$ cat src/rtl/ntt_bram_sched.sv
// ntt_bram_sched: stage/address scheduler for one in-place radix-2 DIF NTT
// coefficient bank. Walks LOG_N butterfly stages, issuing one BRAM read per
// cycle with a twiddle index and pair flag, and replays each read address on
// the write port LAT = 1 + BF_LAT cycles later. A LAT-cycle drain separates
// stages so the first read of a stage never overtakes the last write of the
// previous one.
// Optional macro NTT_SCHED_HOLD_EN adds a 'hold' input that freezes the
// sequence (and the write delay line) while asserted outside IDLE.
module ntt_bram_sched #(
    parameter int LOG_N  = 11,
    parameter int BF_LAT = 4
) (
    input  logic                   clk,
    input  logic                   rst,
    input  logic                   start,
`ifdef NTT_SCHED_HOLD_EN
    input  logic                   hold,
`endif
    output logic                   busy,
    output logic                   done,
    output logic                   rd_en,
    output logic [LOG_N-1:0]       rd_addr,
    output logic                   bf_first,
    output logic [LOG_N-2:0]       tw_idx,
    output logic [$clog2(LOG_N):0] stage,
    output logic                   wr_en,
    output logic [LOG_N-1:0]       wr_addr
);
    localparam int N   = 1 << LOG_N;
    localparam int LAT = 1 + BF_LAT;
    localparam int SW  = $clog2(LOG_N) + 1;
    localparam int DW  = $clog2(LAT) + 1;

    typedef enum logic [1:0] {IDLE, READ, DRAIN, DONE} state_t;

    state_t                            state, state_nxt;
    logic   [LOG_N-1:0]                cnt, cnt_nxt;
    logic   [DW-1:0]                   dcnt, dcnt_nxt;
    logic   [SW-1:0]                   stg_nxt;
    logic                              rd_en_q;
    logic   [LAT-1:0]                  vld_pipe;
    logic   [LAT-1:0][LOG_N-1:0]       addr_pipe;
    logic                              freeze;

    logic                              busy_nxt, done_nxt, rd_en_nxt, bf_first_nxt;
    logic   [LOG_N-1:0]                rd_addr_nxt;
    logic   [LOG_N-2:0]                tw_idx_nxt;
    logic   [SW-1:0]                   sh;
    logic   [LOG_N-1:0]                k_w, half_w, lo_m, a_w, o_w, tw_w;

    // freeze only applies once a run is in flight
`ifdef NTT_SCHED_HOLD_EN
    assign freeze = hold && (state != IDLE);
`else
    assign freeze = 1'b0;
`endif

    // enables are gated by hold so a frozen cycle issues no BRAM access
    assign rd_en   = rd_en_q & ~freeze;
    assign wr_en   = vld_pipe[LAT-1] & ~freeze;
    assign wr_addr = addr_pipe[LAT-1];

    // state, counters and registered outputs
    always_ff @(posedge clk) begin
        if (rst) begin
            state    <= IDLE;
            cnt      <= '0;
            dcnt     <= '0;
            stage    <= '0;
            busy     <= 1'b0;
            done     <= 1'b0;
            rd_en_q  <= 1'b0;
            rd_addr  <= '0;
            bf_first <= 1'b0;
            tw_idx   <= '0;
        end else begin
            state    <= state_nxt;
            cnt      <= cnt_nxt;
            dcnt     <= dcnt_nxt;
            stage    <= stg_nxt;
            busy     <= busy_nxt;
            done     <= done_nxt;
            rd_en_q  <= rd_en_nxt;
            rd_addr  <= rd_addr_nxt;
            bf_first <= bf_first_nxt;
            tw_idx   <= tw_idx_nxt;
        end
    end

    // next state: N read cycles, LAT drain cycles, repeat per stage, then DONE
    always_comb begin
        state_nxt = state;
        cnt_nxt   = cnt;
        dcnt_nxt  = dcnt;
        stg_nxt   = stage;
        if (!freeze) begin
            case (state)
                IDLE: if (start) begin
                    state_nxt = READ;
                    cnt_nxt   = '0;
                    stg_nxt   = '0;
                end
                READ: if (cnt == LOG_N'(N - 1)) begin
                    state_nxt = DRAIN;
                    dcnt_nxt  = '0;
                end else begin
                    cnt_nxt = cnt + LOG_N'(1);
                end
                DRAIN: if (dcnt == DW'(LAT - 1)) begin
                    if (stage < SW'(LOG_N - 1)) begin
                        state_nxt = READ;
                        stg_nxt   = stage + SW'(1);
                        cnt_nxt   = '0;
                    end else begin
                        state_nxt = DONE;
                    end
                end else begin
                    dcnt_nxt = dcnt + DW'(1);
                end
                default: state_nxt = IDLE;
            endcase
        end
    end

    // next outputs: pair addresses a/b and twiddle from shifts and masks
    always_comb begin
        sh           = SW'(LOG_N - 1) - stg_nxt;
        half_w       = LOG_N'(1) << sh;
        lo_m         = half_w - LOG_N'(1);
        k_w          = {1'b0, cnt_nxt[LOG_N-1:1]};
        o_w          = k_w & lo_m;
        a_w          = ((k_w & ~lo_m) << 1) | o_w;
        tw_w         = o_w << stg_nxt;
        rd_addr_nxt  = cnt_nxt[0] ? (a_w | half_w) : a_w;
        tw_idx_nxt   = tw_w[LOG_N-2:0];
        rd_en_nxt    = (state_nxt == READ);
        bf_first_nxt = (state_nxt == READ) && !cnt_nxt[0];
        busy_nxt     = (state_nxt != IDLE);
        done_nxt     = (state_nxt == DONE);
    end

    // write replay: read enable/address delayed LAT cycles, runs through drain
    always_ff @(posedge clk) begin
        if (rst) begin
            vld_pipe  <= '0;
            addr_pipe <= '0;
        end else if (!freeze) begin
            vld_pipe  <= {vld_pipe[LAT-2:0], rd_en_q};
            addr_pipe <= {addr_pipe[LAT-2:0], rd_addr};
        end
    end

endmodule

$ cat config.mk
export PLATFORM = sky130hd
export DESIGN_NAME = ntt_bram_sched
export DESIGN_NICKNAME = d
export VERILOG_FILES = /design/src/rtl/ntt_bram_sched.sv
export SDC_FILE = /design/constraint.sdc
export NUM_CORES = 1
export LEC_CHECK = 0
export ABC_AREA = 1
export CAP_MARGIN = 5
export CORE_AREA = 2 2 113 115
export DETAILED_ROUTE_END_ITERATION = 8
export DIE_AREA = 0 0 115 117
export GPL_ROUTABILITY_DRIVEN = 0
export SYNTH_ARGS = -nofsm -noshare
export SYNTH_HDL_FRONTEND = slang
export SYNTH_SLANG_ARGS = --single-unit
$ cat constraint.sdc
create_clock -name clk -period 3.7 [get_ports clk]
set_input_delay 0.925 -clock clk [delete_from_list [all_inputs] [get_ports clk]]
set_output_delay 0.925 -clock clk [all_outputs]
set_load 0.01 [all_outputs]
Word level (Yosys, flattened, before mapping)
Index checks and enable logic that the tools add are counted.
W data, S select, Z words.
{"block": "totals", "ff_bits": 107, "latch_bits": 0, "mem_bits_rw": 0, "mem_bits_ro": 0, "inputBits": 3, "out_inout_bits": 42, "wordCells": 61, "n_memories": 0}
{"block": "op_classes", "addsub": 5, "n_mul": 0, "div_mod_pow": 0, "magnitude_cmp": 1, "n_eq_ne": 8, "n_shift": 2, "n_mux": 18, "bitwise": 5, "n_reduce_logical": 6}
{"op": "$mux W11", "count": 5}
{"op": "$pmux W11 S3", "count": 1}
{"op": "$or A11 B11 Y11", "count": 2}
{"op": "$mux W5", "count": 3}
{"op": "$add A11 B1 Y11 const B", "count": 1}
{"op": "$and A10 B11 Y11", "count": 1}
{"op": "$eq A11 B11 Y1 const B", "count": 1}
{"op": "$shl A1 B5 Y11 const A", "count": 1}
{"op": "$shl A11 B5 Y10", "count": 1}
{"op": "$sub A11 B1 Y11 const B", "count": 1}
{"op": "$and A10 B10 Y10", "count": 1}
{"op": "$not A10 Y10", "count": 1}
{"op": "$pmux W5 S2", "count": 1}
{"op": "$mux W2", "count": 4}
{"op": "$mux W4", "count": 2}
{"op": "$pmux W4 S2", "count": 1}
{"op": "$pmux W2 S3", "count": 1}
{"op": "$add A5 B1 Y5 const B", "count": 1}
{"op": "$lt A5 B4 Y1 const B", "count": 1}
{"op": "$sub A4 B5 Y5 const A", "count": 1}
{"op": "$add A4 B1 Y4 const B", "count": 1}
{"op": "$eq A2 B1 Y1 const B", "count": 2}
{"op": "$eq A2 B2 Y1 const B", "count": 2}
{"op": "$eq A4 B3 Y1 const B", "count": 1}
{"op": "other kinds (6)", "count": 8}

Longest topological paths before layout
{"block": "logic_depth", "ltp_word": 12, "depth_mapped": 26, "ltp_nobuf": 26}

Worst setup path before layout
Ideal clock, no wire load.
{"block": "synth_timing", "path_kind": "input-to-reg", "startpoint": "input port start", "endpoint": "register tw_idx[9]", "setup_time_ns": 0.066, "arrival_ns": 2.933, "t_required_ns": 3.634, "path_slack_ns": 0.701, "cell_stages": 22, "path_buffers": 0, "cell_sequence": "nor2_1 -> inv_1 -> nand2_1 -> inv_2 -> nand2_1 -> nand2_1 -> nand2_4 -> nand2_4 -> nand2_2 -> nand2_2 -> nand2_1 -> nand2_2 -> nand3_1 -> ha_1 -> inv_1 -> nand2_1 -> nand3_1 -> nand2_1 -> nand3_1 -> nand3_1 -> nand3_1 -> a21oi_2"}
{"block": "synth_via", "elab_chain_len": 7, "elab_cells_between_ends": 9, "classes_between": "2 x add/sub; 2 x shift; 4 x mux; 1 x bitwise"}
{"item": "from (decl)", "line_no": "15", "rtl": "input logic start,"}
{"item": "$mux W5", "line_no": "98", "rtl": "IDLE: if (start) begin"}
{"item": "$pmux W5 S2", "line_no": "97", "rtl": "case (state)"}
{"item": "$sub A4 B5 Y5", "line_no": "127", "rtl": "sh = SW'(LOG_N - 1) - stg_nxt;"}
{"item": "$shl A1 B5 Y11", "line_no": "128", "rtl": "half_w = LOG_N'(1) << sh;"}
{"item": "$sub A11 B1 Y11", "line_no": "129", "rtl": "lo_m = half_w - LOG_N'(1);"}
{"item": "$and A10 B11 Y11", "line_no": "131", "rtl": "o_w = k_w & lo_m;"}
{"item": "$shl A11 B5 Y10 (*)", "line_no": "133", "rtl": "tw_w = o_w << stg_nxt;"}
{"item": "to (signal assigned)", "line_no": "86", "rtl": "tw_idx <= tw_idx_nxt;"}
{"item": "to (decl)", "line_no": "24", "rtl": "output logic [LOG_N-2:0] tw_idx,"}
Mark *: on every way between the ends. The rest lies on a longest branch, timed or not.
A chain may end at the register's enable or synchronous reset.

Final worst setup path
Same ends and word-level chain as after synthesis.

==> metrics.md <==
| Metric | Value |
|---|---|
| CTS tree | `done` |
| # DRC | `0` |
| Via/cell ratio | `4.789` |
| Area Overhead vs Synth | `19.93%` |
| Hold Crit Class | `flop to flop` |
| Crit path capture type | `flop` |
| Core footprint | `12,310 µm²` |
| Starting DRT DRC Count | `263` |
| Fill cell count | `1,240` |
| Count leader, synth | `inv_1` |
| Vias | `4,018` |
| Critical Path Source | `start` |
| Clock Pin Slew Worst Setup and Hold Paths | `0.07 ns` |
| Clock skew | `0.007639 ns` |
| Max Transition Viols Final | `0` |
| I/O Buffers | `44` |
| RSZ-0062 raised after global routing | `false` |
| First-pass iteration count of the detailed router | `5` |
| Reg-to-reg startpoint | `state[0]$_SDFF_PP0_` |
| Top cell type by total area after synthesis | `dfxtp_1` |
| Synth Net Count | `644` |
| Distinct cells, synth | `49` |
| First-pass GRT wire length | `17,040 µm` |
| Largest net degree at the start of global routing | `56` |
| Synthesized area per cell | `7.521 µm²` |
| Number of global-route vias before repair | `3,565` |
| Worst slew pin tran | `0.5385 ns` |
| Placed wire-length estimate | `7603 µm` |
| Design Power | `0.002239 W` |
| Sequential fraction of the synthesis area | `45.06%` |
| Flops & latches, synth | `107` |
| Initial antenna violation count | `0` |
| Leakage | `2.461 nW` |
| Power per Cell Area | `392.8 nW/µm²` |
| DIE WIDTH | `115 µm` |
| EDFF count, synth | `0` |
| Yosys warns | `0` |
| Minimum clock period | `3.345 ns` |
| VDD IR max | `0.0001793 V` |
| Final Hold Fails | `0` |
| Yosys top cell area share | `45.06%` |
| Starting density of the core | `38.61%` |
| Routed len/inst | `12.18 µm` |
| H-tree levels | `3` |
| GRT overflow | `0` |
| Req. time, crit path | `3.99 ns` |
| Cts hold-fix bufs | `0` |
| Slew margin rel. | `64.10%` |
| Layout cells sized above 1 | `14.37%` |
| Crit Path Max Fanout | `6` |
| Number of diodes | `0` |
| Synth area leaders | `dfxtp_1, inv_1, nor2_1` |
| Post-Syn Instances | `632` |
| Max cap viols | `0` |
| Crit path DAT | `3.64 ns` |
| Clock tree buffer depth | `2` |
| FFs w/ async S/R, synth | `0%` |
| Endpoints failing setup | `0` |
| Critical Path Sink | `tw_idx[9]$_SDFF_PP0_` |
| Final WL | `10,220 µm` |
| Cells on Worst Hold Path | `2` |
| Area after DPL | `5395 µm²` |
| Chip height | `117 µm` |
| Status | `finished, final reports clean` |
| Max Freq | `298.9 MHz` |
| R2R setup slack | `0.52 ns` |
| Most common library cells after synthesis | `inv_1, dfxtp_1, nor2_1, nand2_1, nand3_1` |
| DRT antenna net count | `0` |
| Synthesized area | `4753 µm²` |
| FP Rows | `41` |
| Clock latency on the worst-skew pair | `0.35 ns` |
| Total track usage | `16.15%` |
| FF-to-FF path depth | `20` |
| Core Util, Final | `46.30%` |
| Main synth FF type | `dfxtp_1` |
| Final instance area | `5700 µm²` |
| I/O pin count | `45` |
| Post-CTS Setup Bufs | `0` |
| Crit Reg-Reg Endpoint | `tw_idx[7]$_SDFF_PP0_` |
| Nets | `696` |
| Die Area | `13,460 µm²` |
| Post-CTS sizing | `0` |
| Setup TNS | `0 ns` |
| CTS sink cnt | `107` |
| Critical path class | `primary input to flop` |
| Final worst-path cycle share | `90.42%` |
| CTS root buffer | `clkbuf_16` |
| Worst setup SP type | `primary input` |
| CTS buffer count | `9` |
==> cell usage in the layout, fill, tap and decap left out, types with 3 or more instances in the layout <==
master           instances
inv_1                  119
dfxtp_1                107
nor2_1                 104
nand2_1                 89
clkdlybuf4s50_1         43
nand3_1                 42
buf_4                   23
o21ai_0                 22
inv_2                   13
a21oi_1                 12
nand2_2                 10
nand3_2                 10
ha_1                     9
clkbuf_16                9
nand4_1                  6
nor3_1                   5
nor2_4                   4
nor2_2                   4
o21ai_1                  4
o221ai_1                 4
o21ai_2                  3
nand2_4                  3
a22oi_1                  3
o211ai_1                 3
inv_8                    3
==> final cells by class <==
class                   instances  area (µm²)  area share [%]
multi-input cells             367        1962           34.42
clock inverters                 6       66.31           1.163
repair buffers                 67       608.1           10.67
clock buffers                  10       239.0           4.192
flip-flops and latches        107        2142           37.58
inverters                     132       495.5           8.692
well taps                     150       187.7           3.292
==> cells by family after synthesis <==
group,after synthesis,synth area share (%)
AND/OR/NAND/NOR,285,28.45
multiplexers,3,0.8950
buffers and inverters,158,13.66
AO/OA/AOI/OAI,68,9.187
flip-flops,107,45.06
XOR/XNOR,2,0.3686
adder cells (fa/ha/maj),9,2.369
==> state kept, by name (all words and copies together), names as in the netlist <==
| name | flops |
|---|---|
| rd_en | 1 |
| addr_pipe | 44 |
| tw_idx | 10 |
| busy | 1 |
| wr_addr | 11 |
| cnt | 11 |
| rd_addr | 11 |
| vld_pipe | 5 |
| state | 2 |
| done | 1 |
| bf_first | 1 |
| stage | 5 |
| dcnt | 4 |
==> where the power goes <==
part	leakage (nW)	total (W)	switching, W	internal [W]
Sequential	0.864	0.00117	0.00000715	0.00116
Combinational	1.45	0.000111	0.0000755	0.0000354
Clock	0.147	0.000957	0.000461	0.000496
Total	2.46	0.00224	0.000544	0.00170
==> worst max-delay path: stages <==
cell,delay [ns]
clkdlybuf4s50_1,0.45
nor2_1,0.15
inv_1,0.09
nand2_1,0.10
inv_2,0.06
nand2_1,0.06
nand2_1,0.08
nand2_4,0.08
nand2_4,0.05
nand2_2,0.09
nand2_2,0.06
nand2_1,0.07
nand2_2,0.07
nand3_1,0.10
ha_1,0.29
nand3_2,0.15
o21ai_1,0.18
nand3_1,0.17
nor2_1,0.13
nor2_1,0.05
nand2_1,0.06
nand3_1,0.08
a21oi_2,0.12
==> stage by stage <==
step | hold slack [ns] | setup WS [ns] | instances
5_1_grt | 0.4161 | 0.08533 | 839
3_5_place_dp | 0.3922 | 0.03501 | 823
6_report | 0.3992 | 0.3546 | 839
3_3_place_gp | 0.3884 | 0.1571 | 823
2_1_floorplan | 0.3883 | 0.7012 | 632
4_1_cts | 0.4002 | 0.4083 | 839
==> how the worst min path moves through the flow <==
stage / start / endpoint / slack [ns]
CTS: addr_pipe[3]$_SDFF_PP0_ / addr_pipe[14]$_SDFF_PP0_ / 0.40
detailed placement: addr_pipe[5]$_SDFF_PP0_ / addr_pipe[16]$_SDFF_PP0_ / 0.39
finish: addr_pipe[5]$_SDFF_PP0_ / addr_pipe[16]$_SDFF_PP0_ / 0.40
global route: addr_pipe[5]$_SDFF_PP0_ / addr_pipe[16]$_SDFF_PP0_ / 0.42
floorplan: addr_pipe[0]$_SDFF_PP0_ / addr_pipe[11]$_SDFF_PP0_ / 0.39
global placement: addr_pipe[20]$_SDFF_PP0_ / addr_pipe[31]$_SDFF_PP0_ / 0.39
==> metal layers <==
metal	track usage [%]	up-vias	share of wire, %
met5	0	-	0
met4	8.032	0	3.3
met3	3.090	34	6.0
met2	26.51	143	46
met1	20.46	1792	45
li1	-	2049	-
Power figures use the tool's default switching activity.
